===== src/rtl/sdram_rom_arb_if.sv =====
// sdram_rom_arb_if: client and SDRAM ROM-port toggle-handshake bundle for sdram_rom_arb
// Ports: cN_req/cN_addr/cN_din/cN_we from client N, cN_ack/cN_dout back to it (N=0..2);
//        rom_req/rom_addr/rom_din/rom_we to the SDRAM controller, rom_req_ack/rom_dout from it.
// Modports: master = arbiter side, slave = clients plus controller side.
interface sdram_rom_arb_if;
  logic        c0_req, c0_ack, c0_we;
  logic [22:0] c0_addr;
  logic [15:0] c0_din, c0_dout;
  logic        c1_req, c1_ack, c1_we;
  logic [22:0] c1_addr;
  logic [15:0] c1_din, c1_dout;
  logic        c2_req, c2_ack, c2_we;
  logic [22:0] c2_addr;
  logic [15:0] c2_din, c2_dout;
  logic        rom_req, rom_req_ack, rom_we;
  logic [22:0] rom_addr;
  logic [15:0] rom_din, rom_dout;
  modport master (
    input  c0_req, c0_addr, c0_din, c0_we,
    input  c1_req, c1_addr, c1_din, c1_we,
    input  c2_req, c2_addr, c2_din, c2_we,
    input  rom_req_ack, rom_dout,
    output c0_ack, c0_dout, c1_ack, c1_dout, c2_ack, c2_dout,
    output rom_req, rom_addr, rom_din, rom_we
  );
  modport slave (
    output c0_req, c0_addr, c0_din, c0_we,
    output c1_req, c1_addr, c1_din, c1_we,
    output c2_req, c2_addr, c2_din, c2_we,
    output rom_req_ack, rom_dout,
    input  c0_ack, c0_dout, c1_ack, c1_dout, c2_ack, c2_dout,
    input  rom_req, rom_addr, rom_din, rom_we
  );
endinterface


===== src/rtl/sdram_rom_arb.sv =====
// sdram_rom_arb: three-client toggle-handshake arbiter for the SDRAM ROM/bank-0 port
// Ports: clk, init_n (async active-low reset), bus (sdram_rom_arb_if.master: client and ROM-port signals).
// DATA_LAT: cycles from the rom_req_ack toggle to rom_dout valid (1..15).
// Define SDRAM_ARB_RR_EN for round-robin selection; otherwise fixed priority c0 > c1 > c2.
module sdram_rom_arb #(
  parameter int DATA_LAT = 4
) (
  input logic clk,
  input logic init_n,
  sdram_rom_arb_if.master bus
);
  typedef enum logic [1:0] {IDLE, WAIT_ACK, WAIT_DATA, DONE} state_t;
  state_t state, state_nx;
  logic [2:0] req, ack, pend, we;
  logic [2:0][22:0] addr;
  logic [2:0][15:0] din, dout;
  logic [1:0] owner, sel;
  logic [3:0] cnt;
  logic ack_seen, grant, load, fin;
  assign req = {bus.c2_req, bus.c1_req, bus.c0_req};
  assign we = {bus.c2_we, bus.c1_we, bus.c0_we};
  assign addr = {bus.c2_addr, bus.c1_addr, bus.c0_addr};
  assign din = {bus.c2_din, bus.c1_din, bus.c0_din};
  assign pend = req ^ ack;
  assign ack_seen = bus.rom_req_ack == bus.rom_req;
  assign {bus.c2_ack, bus.c1_ack, bus.c0_ack} = ack;
  assign bus.c0_dout = dout[0];
  assign bus.c1_dout = dout[1];
  assign bus.c2_dout = dout[2];
`ifdef SDRAM_ARB_RR_EN
  logic [1:0] last, s0, s1, s2;
  assign s0 = last == 2'd2 ? 2'd0 : last + 2'd1;
  assign s1 = s0 == 2'd2 ? 2'd0 : s0 + 2'd1;
  assign s2 = s1 == 2'd2 ? 2'd0 : s1 + 2'd1;
  assign sel = pend[s0] ? s0 : pend[s1] ? s1 : s2;
  always_ff @(posedge clk or negedge init_n)
    if (!init_n) last <= 2'd0;
    else if (grant) last <= sel;
`else
  assign sel = pend[0] ? 2'd0 : pend[1] ? 2'd1 : 2'd2;
`endif
  always_ff @(posedge clk or negedge init_n)
    if (!init_n) state <= IDLE;
    else state <= state_nx;
  // Reads leave WAIT_DATA one cycle early so that the DONE edge, which
  // captures rom_dout and toggles the ack together, lands DATA_LAT cycles
  // after the ack edge; DATA_LAT == 1 therefore skips WAIT_DATA entirely.
  always_comb begin
    state_nx = state;
    case (state)
      IDLE:      state_nx = |pend ? WAIT_ACK : IDLE;
      WAIT_ACK:  state_nx = !ack_seen ? WAIT_ACK : (bus.rom_we || DATA_LAT == 1) ? DONE : WAIT_DATA;
      WAIT_DATA: state_nx = cnt == 4'd1 ? DONE : WAIT_DATA;
      default:   state_nx = IDLE;
    endcase
  end
  always_comb begin
    grant = state == IDLE && |pend;
    load = state == WAIT_ACK && ack_seen;
    fin = state == DONE;
  end
  always_ff @(posedge clk or negedge init_n)
    if (!init_n) begin
      bus.rom_req <= 1'b0;
      bus.rom_addr <= '0;
      bus.rom_din <= '0;
      bus.rom_we <= 1'b0;
      owner <= 2'd0;
      cnt <= 4'd0;
      ack <= '0;
      dout <= '0;
    end else begin
      if (grant) begin
        bus.rom_req <= ~bus.rom_req;
        bus.rom_addr <= addr[sel];
        bus.rom_din <= din[sel];
        bus.rom_we <= we[sel];
        owner <= sel;
      end
      if (load) cnt <= 4'(DATA_LAT - 1);
      else if (state == WAIT_DATA) cnt <= cnt - 4'd1;
      if (fin) begin
        ack[owner] <= req[owner];
        if (!bus.rom_we) dout[owner] <= bus.rom_dout;
      end
    end
endmodule


===== src/flat_wrapper.sv =====
// flat-port wrapper written by rule: the top's interface ports become plain ports
module sdram_rom_arb_flat 
#(
  parameter int DATA_LAT = 4
)
  (clk, init_n, bus_c0_req, bus_c0_addr, bus_c0_din, bus_c0_we, bus_c1_req, bus_c1_addr, bus_c1_din, bus_c1_we, bus_c2_req, bus_c2_addr, bus_c2_din, bus_c2_we, bus_rom_req_ack, bus_rom_dout, bus_c0_ack, bus_c0_dout, bus_c1_ack, bus_c1_dout, bus_c2_ack, bus_c2_dout, bus_rom_req, bus_rom_addr, bus_rom_din, bus_rom_we);
  sdram_rom_arb_if bus_i ();
  input logic clk;
  input logic init_n;
  input wire logic [$bits(bus_i.c0_req)-1:0] bus_c0_req;
  input wire logic [$bits(bus_i.c0_addr)-1:0] bus_c0_addr;
  input wire logic [$bits(bus_i.c0_din)-1:0] bus_c0_din;
  input wire logic [$bits(bus_i.c0_we)-1:0] bus_c0_we;
  input wire logic [$bits(bus_i.c1_req)-1:0] bus_c1_req;
  input wire logic [$bits(bus_i.c1_addr)-1:0] bus_c1_addr;
  input wire logic [$bits(bus_i.c1_din)-1:0] bus_c1_din;
  input wire logic [$bits(bus_i.c1_we)-1:0] bus_c1_we;
  input wire logic [$bits(bus_i.c2_req)-1:0] bus_c2_req;
  input wire logic [$bits(bus_i.c2_addr)-1:0] bus_c2_addr;
  input wire logic [$bits(bus_i.c2_din)-1:0] bus_c2_din;
  input wire logic [$bits(bus_i.c2_we)-1:0] bus_c2_we;
  input wire logic [$bits(bus_i.rom_req_ack)-1:0] bus_rom_req_ack;
  input wire logic [$bits(bus_i.rom_dout)-1:0] bus_rom_dout;
  output wire logic [$bits(bus_i.c0_ack)-1:0] bus_c0_ack;
  output wire logic [$bits(bus_i.c0_dout)-1:0] bus_c0_dout;
  output wire logic [$bits(bus_i.c1_ack)-1:0] bus_c1_ack;
  output wire logic [$bits(bus_i.c1_dout)-1:0] bus_c1_dout;
  output wire logic [$bits(bus_i.c2_ack)-1:0] bus_c2_ack;
  output wire logic [$bits(bus_i.c2_dout)-1:0] bus_c2_dout;
  output wire logic [$bits(bus_i.rom_req)-1:0] bus_rom_req;
  output wire logic [$bits(bus_i.rom_addr)-1:0] bus_rom_addr;
  output wire logic [$bits(bus_i.rom_din)-1:0] bus_rom_din;
  output wire logic [$bits(bus_i.rom_we)-1:0] bus_rom_we;
  assign bus_i.c0_req = bus_c0_req;
  assign bus_i.c0_addr = bus_c0_addr;
  assign bus_i.c0_din = bus_c0_din;
  assign bus_i.c0_we = bus_c0_we;
  assign bus_i.c1_req = bus_c1_req;
  assign bus_i.c1_addr = bus_c1_addr;
  assign bus_i.c1_din = bus_c1_din;
  assign bus_i.c1_we = bus_c1_we;
  assign bus_i.c2_req = bus_c2_req;
  assign bus_i.c2_addr = bus_c2_addr;
  assign bus_i.c2_din = bus_c2_din;
  assign bus_i.c2_we = bus_c2_we;
  assign bus_i.rom_req_ack = bus_rom_req_ack;
  assign bus_i.rom_dout = bus_rom_dout;
  assign bus_c0_ack = bus_i.c0_ack;
  assign bus_c0_dout = bus_i.c0_dout;
  assign bus_c1_ack = bus_i.c1_ack;
  assign bus_c1_dout = bus_i.c1_dout;
  assign bus_c2_ack = bus_i.c2_ack;
  assign bus_c2_dout = bus_i.c2_dout;
  assign bus_rom_req = bus_i.rom_req;
  assign bus_rom_addr = bus_i.rom_addr;
  assign bus_rom_din = bus_i.rom_din;
  assign bus_rom_we = bus_i.rom_we;
  sdram_rom_arb #(.DATA_LAT(DATA_LAT)) u_core (.clk(clk), .init_n(init_n), .bus(bus_i));
endmodule

===== config.mk =====
export PLATFORM = sky130hd
export DESIGN_NAME = sdram_rom_arb_flat
export DESIGN_NICKNAME = d
export VERILOG_FILES = /design/src/rtl/sdram_rom_arb_if.sv /design/src/rtl/sdram_rom_arb.sv /design/src/flat_wrapper.sv
export SDC_FILE = /design/constraint.sdc
export NUM_CORES = 1
export LEC_CHECK = 0
export ABC_AREA = 1
export BUFFER_PORTS_ARGS = -buffer_cell sky130_fd_sc_hd__buf_2
export CAP_MARGIN = 20
export CORE_MARGIN = 5
export CORE_UTILIZATION = 25
export CTS_BUF_LIST = sky130_fd_sc_hd__clkbuf_4 sky130_fd_sc_hd__clkbuf_8 sky130_fd_sc_hd__clkbuf_16
export DETAILED_ROUTE_END_ITERATION = 7
export PLACE_DENSITY = 0.53
export SLEW_MARGIN = 20
export SYNTH_ARGS = -nofsm -noshare
export SYNTH_HDL_FRONTEND = slang
export SYNTH_SLANG_ARGS = --single-unit

===== constraint.sdc =====
create_clock -name clk -period 1.5 [get_ports clk]
set_input_delay 0.15 -clock clk [delete_from_list [all_inputs] [get_ports clk]]
set_output_delay 0.15 -clock clk [all_outputs]
set_load 0.01 [all_outputs]

==> results of run 1 <==
[where the power goes]
group	leakage [nW]	switching (mW)	internal (mW)	total (mW)
Combinational	2.49	4.38	3.18	7.56
Clock	0.153	1.02	1.38	2.40
Sequential	1.19	0.831	4.01	4.84
Total	3.84	6.23	8.56	14.8
[cell type report]
| type | instances | share of cell area |
|---|---|---|
| clock inverters | 4 | 0.006954 |
| inverters | 39 | 0.02158 |
| clock buffers | 12 | 0.03620 |
| repair buffers | 270 | 0.2345 |
| multi-input cells | 443 | 0.2969 |
| well taps | 265 | 0.04725 |
| flip-flops and latches | 100 | 0.3566 |
[worst max path at each step]
| stage | from | slack, ns | depth (start not counted) | end |
|---|---|---|---|---|
| after floorplan | u_core.ack[1]$_DFFE_PN0P_ | 0.12 | 8 | u_core.state[0]$_DFF_PN0_ |
| after global placement | u_core.ack[0]$_DFFE_PN0P_ | 0.05 | 9 | u_core.bus.rom_we$_DFFE_PN0P_ |
| after detailed placement | u_core.ack[0]$_DFFE_PN0P_ | -0.04 | 9 | u_core.bus.rom_addr[2]$_DFFE_PN0P_ |
| after CTS | u_core.ack[0]$_DFFE_PN0P_ | 0.002 | 9 | u_core.bus.rom_we$_DFFE_PN0P_ |
| after global routing | u_core.ack[1]$_DFFE_PN0P_ | -0.07 | 9 | u_core.bus.rom_addr[14]$_DFFE_PN0P_ |
| final | u_core.ack[0]$_DFFE_PN0P_ | 0.03 | 9 | u_core.bus.rom_addr[14]$_DFFE_PN0P_ |
[kinds of logic after synthesis]
kind of cell	after synthesis
DFF	100
and+or+nand+nor	376
adders and majority gates	2
AOI/OAI and AO/OA	61
buffers and inverters	77
xor gates and xnor gates	3
muxes	1
[cell usage in the layout (no fill, tap or decap), types with 2 or more instances in the layout]
cell type / count
buf_2: 232
nand2_1: 200
nand3_1: 120
dfrtp_1: 100
o21ai_0: 47
nand2_2: 44
inv_1: 35
buf_4: 20
clkbuf_16: 12
o21ai_1: 11
buf_12: 10
nor2_1: 5
nand2_4: 3
buf_6: 3
xor2_1: 2
inv_2: 2
nor3_1: 2
inv_4: 2
ha_1: 2
clkinv_2: 2
clkbuf_4: 2
[worst max-delay path, stage by stage (launching register included)]
cell	delay, ns
dfrtp_1	0.40
inv_2	0.07
nand2_2	0.06
nand2_4	0.12
nand2_4	0.07
o21ai_4	0.24
buf_4	0.18
clkbuf_16	0.16
nand2_2	0.04
nand2_1	0.06
[metal layers]
layer | vias to the layer above | global-route usage | wire length, um
met5 | - | 0 | 25
met4 | 6 | 0.03400 | 153
met3 | 17 | 0.05990 | 2166
met2 | 195 | 0.2135 | 7251
met1 | 2253 | 0.1644 | 6980
li1 | 2471 | - | -
[Yosys cell counts (all sizes together)]
library cell	instances	share of area
nor3	2	0.0020
nand2	247	0.21
o21ai	59	0.062
nor2	6	0.0051
buf	26	0.040
a21oi	1	0.0010
dfrtp	100	0.51
clkbuf	12	0.0091
mux2	1	0.0023
o211ai	1	0.0015
nand3	120	0.12
xor2	2	0.0035
nand4	1	0.0013
ha	2	0.0051
inv	39	0.030
xnor2	1	0.0018
[metrics by stage]
| step | setup slack, ns | instances | setup TNS, ns | hold WS [ns] |
|---|---|---|---|---|
| floorplan | 0.1212 | 620 | 0 | -0.1456 |
| finish | 0.02645 | 1133 | 0 | 0.08058 |
| global placement | 0.05097 | 1102 | 0 | 0.09967 |
| detailed placement | -0.04008 | 1102 | -0.4925 | 0.1007 |
| CTS | 0.001557 | 1119 | 0 | 0.06644 |
| global route | -0.06557 | 1133 | -2.068 | 0.08863 |
[flip-flops by register name, summed over array words and instances (netlist names)]
signal               cells
u_core.bus.rom_addr     23
u_core.bus.c1_dout      16
u_core.bus.rom_din      16
u_core.bus.rom_we        1
u_core.owner             2
u_core.state             2
u_core.bus.c0_dout      16
u_core.ack               3
u_core.cnt               4
u_core.bus.c2_dout      16
u_core.bus.rom_req       1
[what timing repair did]
| action | CTS | global route |
|---|---|---|
| pin swaps | 0 | 5 |
| gates resized for setup | 1 | 13 |
| buffers inserted | 0 | 9 |
| endpoints found under the hold margin | 21 | 0 |
| gates cloned | 0 | 5 |
| setup endpoints to repair | 42 | 44 |
| hold buffers | 1 | 0 |
==> results by group, run 1 <==
Outcome
  – Status: complete, no violations

Timing
  – Final Hold Fails: 0
  – Slew headroom: 0.7446
  – Fin. max-slew vios: 0
  – Final setup viols: 0
  – RSZ-0062 raised after global routing: true
  – Layout Skew: 0.006017 ns
  – Min Clock Period, post-route: 1.474 ns
  – Final period util: 0.9824
  – Fmax: 678.6 MHz
  – Worst-Margin Slew: 0.3830 ns

Setup path
  – R2r setup slk: between 0.02 and 0.03 ns
  – Critical path capture point type: flip-flop
  – Critical path class: reg2reg
  – R2R depth: 9
  – Reg2reg start: u_core.ack[0]$_DFFE_PN0P_
  – Capture point of the worst reg-to-reg path: u_core.bus.rom_addr[14]$_DFFE_PN0P_
  – Required time worst endpoint: 1.78 ns
  – Crit path arrival time: roughly 1.8 ns
  – CP startpoint kind: flip-flop
  – CP Max Fanout: 8

Synth
  – Post-synthesis xor/xnor area fraction: 0.005311
  – Compound-gate portion of the synthesized area: 0.06449
  – Simple-Gate Fraction of Synth Area: 0.3379
  – Syn nets: 764
  – Number of unique standard cell types used by synthesis: 25
  – Sequential share of the synthesized area: 0.5058
  – Post-Synth Adder-Cell Area: 0.005058
  – Synthesis Warnings: 0
  – Largest family of logic cells by synthesized area: simple AND/OR/NAND/NOR gates
  – Syn_area_per_cell: 7.979 sq um
  – Synthesized flop and latch total: 100
  – Cells after synthesis: 620
  – Synthesized area: 0.004947 sq mm
  – Multiplexer share of the synthesized area: 0.002276

Clock network
  – Root buf cell: clkbuf_16
  – H-tree depth: 3
  – TritonCTS clock tree: yes
  – Clock-pin slew on the worst setup and hold paths: 0.07 ns
  – Clock insertion delay at the later pin of the skew report: approximately 0.34 ns
  – Maximum clock insertion buffer count: 2
  – Total CTS buffers: 9
  – Clock sink count: 100

Hold path
  – Hold Path End: u_core.bus.c0_dout[5]$_DFFE_PN0P_
  – Hold Crit Depth: 3
  – Min-delay src: bus_rom_dout[5]
  – Worst min path class: in2reg

GRT
  – Total Routing Usage GR: 0.1334
  – Global route total overflow: 0
  – Global-route wire length before repair: 24,090 um
  – Vias in the first global route: 4,675
  – Antenna violations before repair: 3
  – Largest net degree at the start of global routing: 56

Floorplan
  – Die Span Y: roughly 150 um
  – Rows: between 50 and 60
  – Initial core utilization: 0.2542
  – Chip width: 150.7 um
  – IO Pins: around 230
  – Core Region: 0.01946 sq mm
  – Die area: between 0.02 and 0.025 sq mm

Finish
  – Design Area, Final: 0.007017 sq mm
  – Ant diodes: 0
  – Area of the multi-input gates: 0.002083 sq mm
  – Area grow syn2layout: 41.83%
  – Nets: 1,007
  – Share of layout cells above drive strength 1: 0.3906
  – Register cell area after layout: 0.002502 sq mm
  – Filler Cell Count: between 2,000 and 2,500
  – Final core utilization: 0.3605

Route
  – Total length of routed wires: 16,580 um
  – Wire per inst: between 10 and 15 um
  – ANT nets after route: 0
  – Number of DRC markers in iteration 0: between 100 and 150
  – First-pass detailed-route iteration total: 4
  – Via count: 4,942
  – Drt drc: 0
  – Via/cell ratio: 4.362

Pwr
  – Pleak: 3.840 nW
  – Total Power: 14.80 mW
  – Worst vdd ir: between 700 and 800 uV
  – PwrDens: about 2100 mW/mm^2

Placed design
  – Dpl hpwl: ~12,000 um
  – Dpl cell area: 0.006497 sq mm
  – GP Congestion: between 0.7 and 0.8
  – Number of port buffers: approximately 230

Flow run
  – Max cap viols: 0
Note: power is estimated with default switching activity, not from simulation.
==> run 2, diff against run 1 <==
Settings changed: CORE_UTILIZATION 25 to 45, MAX_ROUTING_LAYER from default to met4, PLACE_DENSITY 0.53 to 0.83.
==> results by group, run 2 (same netlist as run 1, synthesis figures left out) <==
Timing
  – Fmax: 673.8 MHz (-0.72%)
  – WHS: 0.06312 ns (-0.01746 ns)
  – Min Clock Period, post-route: 1.484 ns (+0.01068 ns)
  – Fin worst setup slack: 0.01577 ns (-0.01068 ns)
  – Worst-Margin Slew: 0.4134 ns (+0.03036 ns)
  – Layout Skew: 0.01472 ns (+0.008708 ns)
  – Fin. max-slew vios: 0 (unchanged)
  – Final setup viols: 0 (unchanged)
  – Final period util: 0.9895 (+0.007119)
  – TNS Setup: 0 ns (unchanged)
  – RSZ-0062 raised after global routing: true
  – Final Hold Fails: 0 (unchanged)
  – Slew headroom: 0.7244 (-0.02024)

Finish
  – Share of layout cells above drive strength 1: 0.3867 (-0.003871)
  – Register cell area after layout: 0.002502 sq mm (unchanged)
  – Most frequent cells in the layout: buf_2, nand2_1, nand3_1
  – Area of the multi-input gates: 0.002113 sq mm (+1.4%)
  – Ant diodes: 0 (unchanged)
  – Commonest non-fill, non-tap cell in the layout: buf_2
  – Top reg by flops: u_core.bus.rom_addr
  – Filler Cell Count: 955 (-53%)
  – Nets: 995 (-1.2%)
  – Largest register FFs: 23 (unchanged)
  – Area grow syn2layout: 35.56%

Route
  – Via/cell ratio: 4.891 (+12%)
  – Total length of routed wires: 14,620 um (-12%)
  – Via count: 4,871 (-1.4%)
  – Drt drc: 0 (unchanged)
  – Wire per inst: 14.68 um (+0.31%)
  – ANT nets after route: 0 (unchanged)
  – First-pass detailed-route iteration total: 4 (unchanged)
  – Number of DRC markers in iteration 0: 271 (+160%)

Clock network
  – H-tree depth: 3 (unchanged)
  – Root buf cell: clkbuf_8
  – Total CTS buffers: 9 (unchanged)
  – Clock sink count: 100 (unchanged)
  – Maximum clock insertion buffer count: 2 (unchanged)
  – TritonCTS clock tree: yes
  – Clock insertion delay at the later pin of the skew report: 0.36 ns (+0.02 ns)
  – Clock-pin slew on the worst setup and hold paths: 0.11 ns (+0.04 ns)

Floorplan
  – Core Region: 0.01079 sq mm (-45%)
  – IO Pins: 234 (unchanged)
  – Die Span Y: 114.9 um (-24%)
  – Initial core utilization: 0.4584 (+0.2042)
  – Die area: 0.01319 sq mm (-42%)
  – Chip width: 114.9 um (-24%)
  – Rows: 38 (-25%)

Setup path
  – CP startpoint kind: flip-flop
  – Crit path max-delay family: buffers and inverters
  – CP Max Fanout: 8 (unchanged)
  – Buf+Inv Stages, Crit Path: 3 (unchanged)
  – Crit-path cells: inv_2, nand2_2, nand2_4, nand2_4, o21ai_4, buf_12, clkbuf_16, nand2_2, nand2_1
  – Critical path class: reg2reg
  – Critical path capture point type: flip-flop
  – Crit path arrival time: 1.78 ns (+0.03 ns)
  – Required time worst endpoint: 1.80 ns (+0.02 ns)
  – CP peak stage delay: 0.41 ns (about the same)
  – Critical path's slowest cell: dfrtp_1

Placed design
  – Number of port buffers: 233 (unchanged)
  – GP Congestion: 0.8385 (+8.6%)
  – Dpl hpwl: 10,470 um (-13%)
  – Pre-CTS setup slack: -0.08916 ns (-0.04908 ns)

GRT
  – Total Routing Usage GR: 0.2165 (+0.08317)
  – Largest net degree at the start of global routing: 44 (-21%)
  – Global route total overflow: 0 (unchanged)
  – Global-route wire length before repair: 22,380 um (-7.1%)
  – Antenna violations before repair: 0 (-3)
  – Vias in the first global route: 4,670 (-0.11%)

Flow run
  – Max cap viols: 0 (unchanged)

Pwr
  – PwrDens: 2097 mW/mm^2 (-0.54%)
  – Pleak: 3.761 nW (-2.0%)
  – Worst vdd ir: 1307 uV (+65%)

Outcome
  – Status: complete, no violations

Hold path
  – Worst min path class: in2reg
run 2: routing by layer:
metal / vias to the layer above / share of wire / GRT usage
met5: - / 0 / -
met4: 0 / 0.010 / 0.04382
met3: 13 / 0.090 / 0.05158
met2: 194 / 0.48 / 0.3642
met1: 2213 / 0.42 / 0.2677
li1: 2451 / - / -
run 2: through the flow:
step           power (mW)  utilization  cells  area [sq um]
2_1_floorplan       9.153            -    620          4947
3_3_place_gp        11.31       0.5789    973          6248
3_5_place_dp        11.50       0.5789    973          6248
4_1_cts             13.55       0.6035    991          6514
5_1_grt             15.25       0.6214    996          6706
6_report            14.07       0.6214    996          6706
run 2: repair_timing:
action,in CTS,in global routing
endpoints found under the setup margin,42,46
hold buffers,1,0
hold endpoints to repair,100,0
buffers inserted,0,1
cloned,1,5
resized for setup,6,25
pin swaps,0,15
run 2: where the power goes:
| part | total, mW | internal, mW | leakage [nW] | switching (mW) |
|---|---|---|---|---|
| Clock | 1.80 | 0.800 | 0.106 | 0.996 |
| Sequential | 4.86 | 4.00 | 1.19 | 0.856 |
| Combinational | 7.41 | 3.11 | 2.46 | 4.30 |
| Total | 14.1 | 7.91 | 3.76 | 6.16 |
run 2: area by class of cell:
| cell class | instances | share of cell area |
|---|---|---|
| timing repair buffer | 258 | 0.2325 |
| sequential | 100 | 0.3731 |
| clock inverter | 7 | 0.01213 |
| tap | 140 | 0.02612 |
| inverter | 39 | 0.02257 |
| multi-input combinational | 443 | 0.3151 |
| clock buffer | 9 | 0.01847 |
run 2: path summary, 6_finish.rpt:
path / start / end / slack (ns) / cells after the start
worst max-delay path: u_core.ack[0]$_DFFE_PN0P_ / u_core.bus.rom_din[3]$_DFFE_PN0P_ / 0.02 / 9
worst min-delay path: bus_rom_dout[5] / u_core.bus.c0_dout[5]$_DFFE_PN0P_ / 0.06 / 3
worst max register to register: u_core.ack[0]$_DFFE_PN0P_ / u_core.bus.rom_din[3]$_DFFE_PN0P_ / 0.02 / 9
worst min register to register: u_core.bus.c0_dout[10]$_DFFE_PN0P_ / u_core.bus.c0_dout[10]$_DFFE_PN0P_ / 0.49 / 2
max in group asynchronous: init_n / u_core.bus.rom_addr[12]$_DFFE_PN0P_ / 0.79 / 3
min in group asynchronous: init_n / u_core.bus.c0_dout[12]$_DFFE_PN0P_ / 0.19 / 2
run 2: tightest hold or removal path: cells and delay by family:
family / cells / cell delay [ns]
AOI/OAI and AO/OA: 1 / 0.07
buffers and inverters: 2 / 0.16
